<file path="src/rtl/modem_pkg.sv">
// Purpose : shared types, constants and frame packing for the TX frame scheduler.
// Contents: scheduler state enum, sync patterns, full-scale sample value,
//           frame width and the sample/end frame builders.
package modem_pkg;

  localparam int unsigned FRAME_W  = 32;
  localparam int unsigned SAMPLE_W = 13;

  localparam logic [1:0]          SYNC_I     = 2'b10;
  localparam logic [1:0]          SYNC_Q     = 2'b01;
  localparam logic [SAMPLE_W-1:0] FULL_SCALE = 13'h0FFF;

  localparam logic [FRAME_W-1:0]  IDLE_FRAME = '0;

  typedef enum logic [1:0] {
    ST_IDLE    = 2'd0,
    ST_PREPARE = 2'd1,
    ST_SEND    = 2'd2,
    ST_END     = 2'd3
  } state_e;

  // Sample frame: I half carries a trailing 1, Q half a trailing 0.
  function automatic logic [FRAME_W-1:0] pack_sample(input logic [SAMPLE_W-1:0] s_i,
                                                     input logic [SAMPLE_W-1:0] s_q);
    return {SYNC_I, s_i, 1'b1, SYNC_Q, s_q, 1'b0};
  endfunction

  // End frame: both sync patterns with all-zero payload.
  function automatic logic [FRAME_W-1:0] end_frame();
    return {SYNC_I, 14'b0, SYNC_Q, 14'b0};
  endfunction

endpackage

</file>
<file path="src/rtl/tx_frame_scheduler.sv">
// Purpose : schedules sample/idle/end frames toward the serializer, pacing
//           sample requests to the signal generator per message.
// Ports   : clk, reset_n (sync, active-low)
//           i_transmit (message request level), i_slot (frame boundary strobe),
//           i_pace (idle frames between samples), i_cw (force full scale),
//           i_sample_i/q + i_sample_valid (generator sample), i_msg_done
//           o_gen_enable (sample request pulse), o_tx_data (frame word),
//           o_busy, o_msg_done (end-of-message pulse), o_underrun (sticky),
//           o_frame_cnt (sample frames sent this message)
module tx_frame_scheduler
  import modem_pkg::*;
#(
  parameter int unsigned PACE_W = 4,
  parameter int unsigned CNT_W  = 16
) (
  input  logic                clk,
  input  logic                reset_n,
  input  logic                i_transmit,
  input  logic                i_slot,
  input  logic [PACE_W-1:0]   i_pace,
  input  logic                i_cw,
  input  logic [SAMPLE_W-1:0] i_sample_i,
  input  logic [SAMPLE_W-1:0] i_sample_q,
  input  logic                i_sample_valid,
  input  logic                i_msg_done,
  output logic                o_gen_enable,
  output logic [FRAME_W-1:0]  o_tx_data,
  output logic                o_busy,
  output logic                o_msg_done,
  output logic                o_underrun,
  output logic [CNT_W-1:0]    o_frame_cnt
);

  state_e               state_q, state_d;
  logic                 trans_q;
  logic                 pending_q, pending_d;
  logic                 ready_q, ready_d;
  logic                 done_q, done_d;
  logic                 abort_q, abort_d;
  logic                 entered_q, entered_d;
  logic                 gen_q, gen_d;
  logic                 msg_done_q, msg_done_d;
  logic                 busy_q, busy_d;
  logic                 underrun_q, underrun_d;
  logic [PACE_W-1:0]    slot_cnt_q, slot_cnt_d;
  logic [CNT_W-1:0]     frame_cnt_q, frame_cnt_d;
  logic [SAMPLE_W-1:0]  hold_i_q, hold_i_d;
  logic [SAMPLE_W-1:0]  hold_q_q, hold_q_d;
  logic [FRAME_W-1:0]   tx_q, tx_d;

  logic trans_rise_c;
  logic trans_fall_c;
  logic sample_rdy_c;

  assign trans_rise_c = i_transmit & ~trans_q;
  assign trans_fall_c = ~i_transmit & trans_q;
  // A sample arriving in the slot clock itself still counts as ready.
  assign sample_rdy_c = ready_q | i_sample_valid;

  // State register and all registered outputs.
  always_ff @(posedge clk) begin
    if (!reset_n) begin
      state_q     <= ST_IDLE;
      trans_q     <= 1'b0;
      pending_q   <= 1'b0;
      ready_q     <= 1'b0;
      done_q      <= 1'b0;
      abort_q     <= 1'b0;
      entered_q   <= 1'b0;
      gen_q       <= 1'b0;
      msg_done_q  <= 1'b0;
      busy_q      <= 1'b0;
      underrun_q  <= 1'b0;
      slot_cnt_q  <= '0;
      frame_cnt_q <= '0;
      hold_i_q    <= '0;
      hold_q_q    <= '0;
      tx_q        <= '0;
    end else begin
      state_q     <= state_d;
      trans_q     <= i_transmit;
      pending_q   <= pending_d;
      ready_q     <= ready_d;
      done_q      <= done_d;
      abort_q     <= abort_d;
      entered_q   <= entered_d;
      gen_q       <= gen_d;
      msg_done_q  <= msg_done_d;
      busy_q      <= busy_d;
      underrun_q  <= underrun_d;
      slot_cnt_q  <= slot_cnt_d;
      frame_cnt_q <= frame_cnt_d;
      hold_i_q    <= hold_i_d;
      hold_q_q    <= hold_q_d;
      tx_q        <= tx_d;
    end
  end

  // Next-state, flag and frame selection; state and frame move only on i_slot.
  always_comb begin
    state_d     = state_q;
    pending_d   = pending_q;
    ready_d     = ready_q;
    done_d      = done_q;
    abort_d     = abort_q;
    entered_d   = 1'b0;
    gen_d       = entered_q;
    msg_done_d  = 1'b0;
    underrun_d  = underrun_q;
    slot_cnt_d  = slot_cnt_q;
    frame_cnt_d = frame_cnt_q;
    hold_i_d    = hold_i_q;
    hold_q_d    = hold_q_q;
    tx_d        = tx_q;

    if (trans_rise_c) pending_d = 1'b1;
    if (i_msg_done)   done_d    = 1'b1;

    if (i_sample_valid) begin
      hold_i_d = i_cw ? FULL_SCALE : i_sample_i;
      hold_q_d = i_cw ? FULL_SCALE : i_sample_q;
      ready_d  = 1'b1;
    end

    if (trans_fall_c && (state_q == ST_PREPARE)) abort_d = 1'b1;

    case (state_q)
      ST_IDLE: begin
        done_d  = 1'b0;
        abort_d = 1'b0;
        if (i_slot) begin
          tx_d = IDLE_FRAME;
          if (pending_q) begin
            state_d     = ST_PREPARE;
            entered_d   = 1'b1;
            pending_d   = 1'b0;
            slot_cnt_d  = '0;
            frame_cnt_d = '0;
            underrun_d  = 1'b0;
          end
        end
      end
      ST_PREPARE: begin
        if (i_slot) begin
          if (abort_q || trans_fall_c) begin
            tx_d    = end_frame();
            abort_d = 1'b0;
            state_d = ST_END;
          end else if (slot_cnt_q < i_pace) begin
            tx_d       = IDLE_FRAME;
            slot_cnt_d = slot_cnt_q + PACE_W'(1);
          end else if (sample_rdy_c) begin
            tx_d        = pack_sample(hold_i_d, hold_q_d);
            ready_d     = 1'b0;
            frame_cnt_d = frame_cnt_q + CNT_W'(1);
            state_d     = ST_SEND;
          end else begin
            // Sample late: hold the slot count so it goes out at the next slot.
            tx_d       = IDLE_FRAME;
            underrun_d = 1'b1;
          end
        end
      end
      ST_SEND: begin
        if (i_slot) begin
          if (done_q || i_msg_done || !i_transmit) begin
            tx_d    = end_frame();
            state_d = ST_END;
          end else begin
            tx_d       = IDLE_FRAME;
            slot_cnt_d = '0;
            entered_d  = 1'b1;
            state_d    = ST_PREPARE;
          end
        end
      end
      ST_END: begin
        if (i_slot) begin
          tx_d       = IDLE_FRAME;
          msg_done_d = 1'b1;
          state_d    = ST_IDLE;
        end
      end
      default: state_d = ST_IDLE;
    endcase

    busy_d = (state_d != ST_IDLE);
  end

  assign o_gen_enable = gen_q;
  assign o_tx_data    = tx_q;
  assign o_busy       = busy_q;
  assign o_msg_done   = msg_done_q;
  assign o_underrun   = underrun_q;
  assign o_frame_cnt  = frame_cnt_q;

endmodule

</file>
<file path="config.mk">
export PLATFORM = sky130hd
export DESIGN_NAME = tx_frame_scheduler
export DESIGN_NICKNAME = d
export VERILOG_FILES = /design/src/rtl/modem_pkg.sv /design/src/rtl/tx_frame_scheduler.sv
export SDC_FILE = /design/constraint.sdc
export NUM_CORES = 1
export LEC_CHECK = 0
export BUFFER_PORTS_ARGS = -buffer_cell sky130_fd_sc_hd__clkbuf_2
export CAP_MARGIN = 25
export CORE_MARGIN = 2
export CORE_UTILIZATION = 56
export DETAILED_ROUTE_END_ITERATION = 12
export HOLD_SLACK_MARGIN = 0.15
export PLACE_DENSITY = 0.84
export SYNTH_ARGS = -nofsm -noshare
export SYNTH_HDL_FRONTEND = slang
export SYNTH_SLANG_ARGS = --single-unit
</file>
<file path="constraint.sdc">
create_clock -name clk -period 5.97 [get_ports clk]
set_clock_uncertainty 0.05 [all_clocks]
set_input_delay 0.8955 -clock clk [delete_from_list [all_inputs] [get_ports clk]]
set_output_delay 0.8955 -clock clk [all_outputs]
set_load 0.05 [all_outputs]
</file>
# After elaboration in Yosys (flattened, before gate mapping)
# Cells that the tools add are included.
[op_classes] reduce_logical=16 add_sub_neg=2 eq_ne=14 n_lt_le_gt_ge=1 bitwise=6 muxes=64
[ops] operator="32-bit 2-to-1 mux" count=7
[ops] operator="16-bit 2-to-1 mux" count=6
[ops] operator="32-bit one-hot mux with 3 select lines" count=1
[ops] operator="13-bit 2-to-1 mux" count=4
[ops] operator="16-bit one-hot mux with 2 select lines" count=1
[ops] operator="4-bit 2-to-1 mux" count=7
[ops] operator="1-bit 2-to-1 mux" count=24
[ops] operator="2-bit 2-to-1 mux" count=9
[ops] operator="2-bit inequality test (second input constant)" count=9
[ops] operator="16-bit by 1-bit adder with 16-bit output (second input constant)" count=1
[ops] operator="7-bit AND reduction" count=2
[ops] operator="4-bit one-hot mux with 3 select lines" count=1
[ops] operator="2-bit one-hot mux with 4 select lines" count=1
[ops] operator="8-bit AND reduction" count=1
[ops] operator="1-bit one-hot mux with 2 select lines" count=3
[ops] operator="4-bit by 1-bit adder with 4-bit output (second input constant)" count=1
[ops] operator="2-bit equality test (second input constant)" count=2
[ops] operator="4-bit less-than comparator" count=1
[ops] operator="2-bit by 1-bit inequality test with 1-bit output (second input constant)" count=2
[ops] operator="2-bit nonzero test" count=2
[ops] operator="2-bit OR reduction" count=2
[ops] operator="1-bit logical OR" count=3
[ops] operator="1-bit inverter" count=3
[ops] operator="3-bit AND reduction" count=1
[ops] operator="other kinds (8)" count=9
[totals] elab_cells=119 register_bits=90 output_inout_bits=52

# Depth between registers and ports, before layout
[logic_depth] depth_word=7 ltp_mapped=10

# Least setup slack after synthesis
# No wires, ideal clock.
[synth_path] path_type="input to register" start="input i_slot" end="register frame_cnt_q[11] (netlist: o_frame_cnt[11])" required_time_ns=5.850 n_path_buf=2 setup_time_ns=0.070 path_stages=7 setup_slack_ns=3.073 arrival_time_ns=2.776 path_cell_list="buf_4 > nand2b_1 > or4b_4 > or4_4 > buf_6 > or4_1 > a21oi_1"
[synth_via] elab_chain_cells=2 word_cells_on_any_way=3 cone_classes="eq/ne (2); reduce/logical (1)"
[synth_lines] element="from (decl)" line="tx_frame_scheduler.sv:19" source="input logic i_slot,"
[synth_lines] element="2-bit inequality test (no source line)"
[synth_lines] element="7-bit AND reduction (no source line) *"
[synth_lines] element="to (signal assigned)" line="tx_frame_scheduler.sv:92" source="frame_cnt_q <= frame_cnt_d;"
[synth_lines] element="to (decl)" line="tx_frame_scheduler.sv:46" source="logic [CNT_W-1:0] frame_cnt_q, frame_cnt_d;"
# Mark *: on every way between the ends. The rest lies on a longest branch, timed or not.
# A chain may end at the register's enable or synchronous reset.

==> results.yml <==
floorplan:
  initial_utilization_pct: 58.1
  num_rows: 28
  dieHeight_um: 82.6
  die_w_um: 82.6
  io_pins: 89
  dieArea_um2: 6830
  coreArea_um2: 5960
run:
  maxCapViolCount: 0
setup_path:
  critPathLaunchType: "input pin"
  rrSetupSlack_ns: 3.04
  arrival_ns: 3.33
  cp_max_fo: 35
  end_kind: "flop"
  path_class: "in2reg"
  crit_required_ns: 6.21
  r2r-end: "o_frame_cnt[7]"
  timing.rr.start: "state_q[1]"
  r2r_cells: 7
global_route:
  antenna_found_initial: 0
  grt_pass1_wl_um: 12500
  grt_pass1_vias: 2859
  grtUsageTotal_pct: 23.4
  grt_max_degree: 36
  grt_overflow: 0
worst_hold_path:
  min_from: "entered_q"
  hold_path_end: "o_gen_enable"
  min_path_type: "reg2reg"
  worstHoldPathCells: 1
final_layout:
  nFillCells: 496
  drive_above_1_share_pct: 24.3
  syn_to_final_growth_pct: 17.9
  nets: 497
  diodes: 0
timing:
  finalHoldViolCount: 0
  final_max_slew_viol_count: 0
  setup_violations: 0
  period_needed_ns: 3.09
  final.setup.tns_ns: 0
  setup_ws_ns: 2.88
  tightest_slew_ns: 0.985
  rsz0062_at_grt: "false"
  max_freq_ghz: 0.324
  slew_headroom_pct: 34.3
  fin_crit_sh_pct: 51.8
clock_network:
  cts_setup_buffers: 0
  cts_hold_buf: 0
  cts_inserted_buffers: 9
  htree_levels: 3
  cts.path.max_buffers: 2
  cts_resized: 0
  clockRootBuffer: "clkbuf_8"
  clkTransAtPathRegs_ns: 0.09
  cts_tree: "yes"
  clk_latency_ns: 0.35
  cts.sinks: 86
route:
  drtIter0Drc: 179
  via_count: 3104
  drt-pass1-iter-count: 4
  ant_nets: 0
  finalWirelength_um: 7760
  wl_per_cell_um: 14.6
  via_per_inst: 5.85
  drc_errors: 0
logic_synthesis:
  synthCells: 379
  ys_types: 50
  yosysSeqAreaShare_pct: 49.7
  avgSynthCellArea_um2: 9.13
  yosysWarnings: 0
  synth.cell_area_um2: 3460
  ys_ff_latch: 86
placement:
  pre_cts_slack_ns: 2.51
  port_buffers: 85
  gp_congestion: 0.878
  hpwlAfterDp_um: 5290
power:
  peakVddDrop_mv: 0.216
  p_per_area_nw_per_um2: 276
  leakage_nw: 1.70
status:
  run_status: "finished clean"
-- area by class of cell --
cell class	instances	area (um^2)	share of cell area [%]
clock buffer	10	138	3.37
clock inverter	6	68.8	1.69
inverter	14	52.6	1.29
multi-input combinational	254	1580	38.6
sequential	86	1720	42.2
tap	75	93.8	2.30
timing repair buffer	86	433	10.6
-- report_power, final --
| group | total, mW | switching (mW) | internal (mW) | leakage [nW] |
|---|---|---|---|---|
| clock network | 0.417 | 0.210 | 0.207 | 0.103 |
| registers | 0.598 | 0.00665 | 0.591 | 0.701 |
| logic | 0.112 | 0.0745 | 0.0374 | 0.896 |
-- state kept, by name (all words and copies together) (netlist names) --
name	flops
abort_q	1
done_q	1
entered_q	1
hold_i_q	13
hold_q_q	13
o_busy	1
o_frame_cnt	16
o_gen_enable	1
o_msg_done	1
o_tx_data	28
o_underrun	1
pending_q	1
ready_q	1
slot_cnt_q	4
state_q	2
trans_q	1
-- cells in the final DEF, fill, tap and decap left out, types with 2 or more instances in the layout --
cell type	n
o21ai_0	15
and2_1	5
nor2b_1	5
and3_1	2
nor2_1	41
a21oi_1	26
o2111ai_1	2
clkbuf_8	10
clkinv_4	2
or2_2	2
a211oi_1	3
ha_1	9
or3b_2	3
inv_1	13
o22ai_1	24
o31ai_1	3
nand4_1	4
nor3_1	4
nand2b_1	4
dfxtp_1	86
or4_1	6
nand3_1	13
o21a_1	2
conb_1	3
a22o_1	26
a31oi_1	2
nand2_1	18
clkbuf_2	85
or3_1	14
-- worst max-delay path by stage --
stage,to,cells past startpoint,startpoint
after floorplan,o_frame_cnt[11],7,i_slot
after global placement,slot_cnt_q[3],5,reset_n
after detailed placement,slot_cnt_q[3],5,reset_n
after CTS,slot_cnt_q[3],5,reset_n
after global routing,slot_cnt_q[3],5,reset_n
final,slot_cnt_q[3],5,reset_n
-- per-stage QoR --
step | instance area [um^2] | instances | total power [mW] | hold slack, ns | util (%)
final | 4080 | 531 | 1.13 | 0.392 | 68.6
after global routing | 4080 | 531 | 1.17 | 0.428 | 68.6
after CTS | 4080 | 531 | 1.13 | 0.397 | 68.6
after detailed placement | 3880 | 515 | 0.721 | 0.377 | 65.1
after global placement | 3880 | 515 | 0.718 | 0.368 | 65.1
after floorplan | 3470 | 381 | 0.692 | 0.362 | -
-- synth_stat cells, drive strengths merged --
library cell | number | area share [%]
dfxtp | 86 | 50
nor2 | 41 | 4.4
a21oi | 26 | 3.8
a22o | 26 | 6.6
o22ai | 24 | 4.3
clkbuf | 18 | 2.0
nand2 | 18 | 2.0
o21ai | 16 | 2.3
or3 | 14 | 2.5
inv | 13 | 1.4
nand3 | 13 | 1.9
buf | 9 | 1.8
ha | 9 | 3.3
or4 | 7 | 1.6
and2 | 5 | 0.90
nor2b | 5 | 0.90
nand2b | 4 | 0.72
nand4 | 4 | 0.72
nor3 | 4 | 0.58
a211oi | 3 | 0.65
o31ai | 3 | 0.65
or3b | 3 | 0.76
a31oi | 2 | 0.36
and3 | 2 | 0.36
nor4b | 2 | 0.69
o2111ai | 2 | 0.51
o21a | 2 | 0.43
or2 | 2 | 0.36
a2111oi | 1 | 0.43
a21boi | 1 | 0.22
a221o | 1 | 0.29
a22oi | 1 | 0.22
a311oi | 1 | 0.25
and4 | 1 | 0.25
clkinv | 1 | 0.11
conb | 1 | 0.11
nand3b | 1 | 0.22
nor3b | 1 | 0.22
nor4 | 1 | 0.18
o21bai | 1 | 0.22
o221ai | 1 | 0.25
o311ai | 1 | 0.25
o41ai | 1 | 0.25
or4b | 1 | 0.40
-- worst max-delay path, stage by stage --
cell and delay, ns:
clkbuf_2 0.27, clkinv_1 0.82, or3b_2 0.76, or4_1 0.48
nand3_1 0.10
-- kinds of logic (layout without fill, tap and decap cells) --
logic type      Yosys count  count (layout)  share of synthesized area, %
buf+inv                  41             116                          5.24
fa+ha+maj                 9               9                          3.25
simple gates            129             129                          19.7
flops                    86              86                          49.7
compound gates          113             113                          22.0
other cells               1               3                         0.108
-- layer usage --
layer  wire [um]  track usage (%)  vias to the layer above
met4         108             8.03                        0
met5           0                0                        -
met2        3590             37.9                      103
met3         599             8.48                       16
met1        3460             28.9                     1461
li1            -                -                     1524
Note: power is estimated with default switching activity, not from simulation.
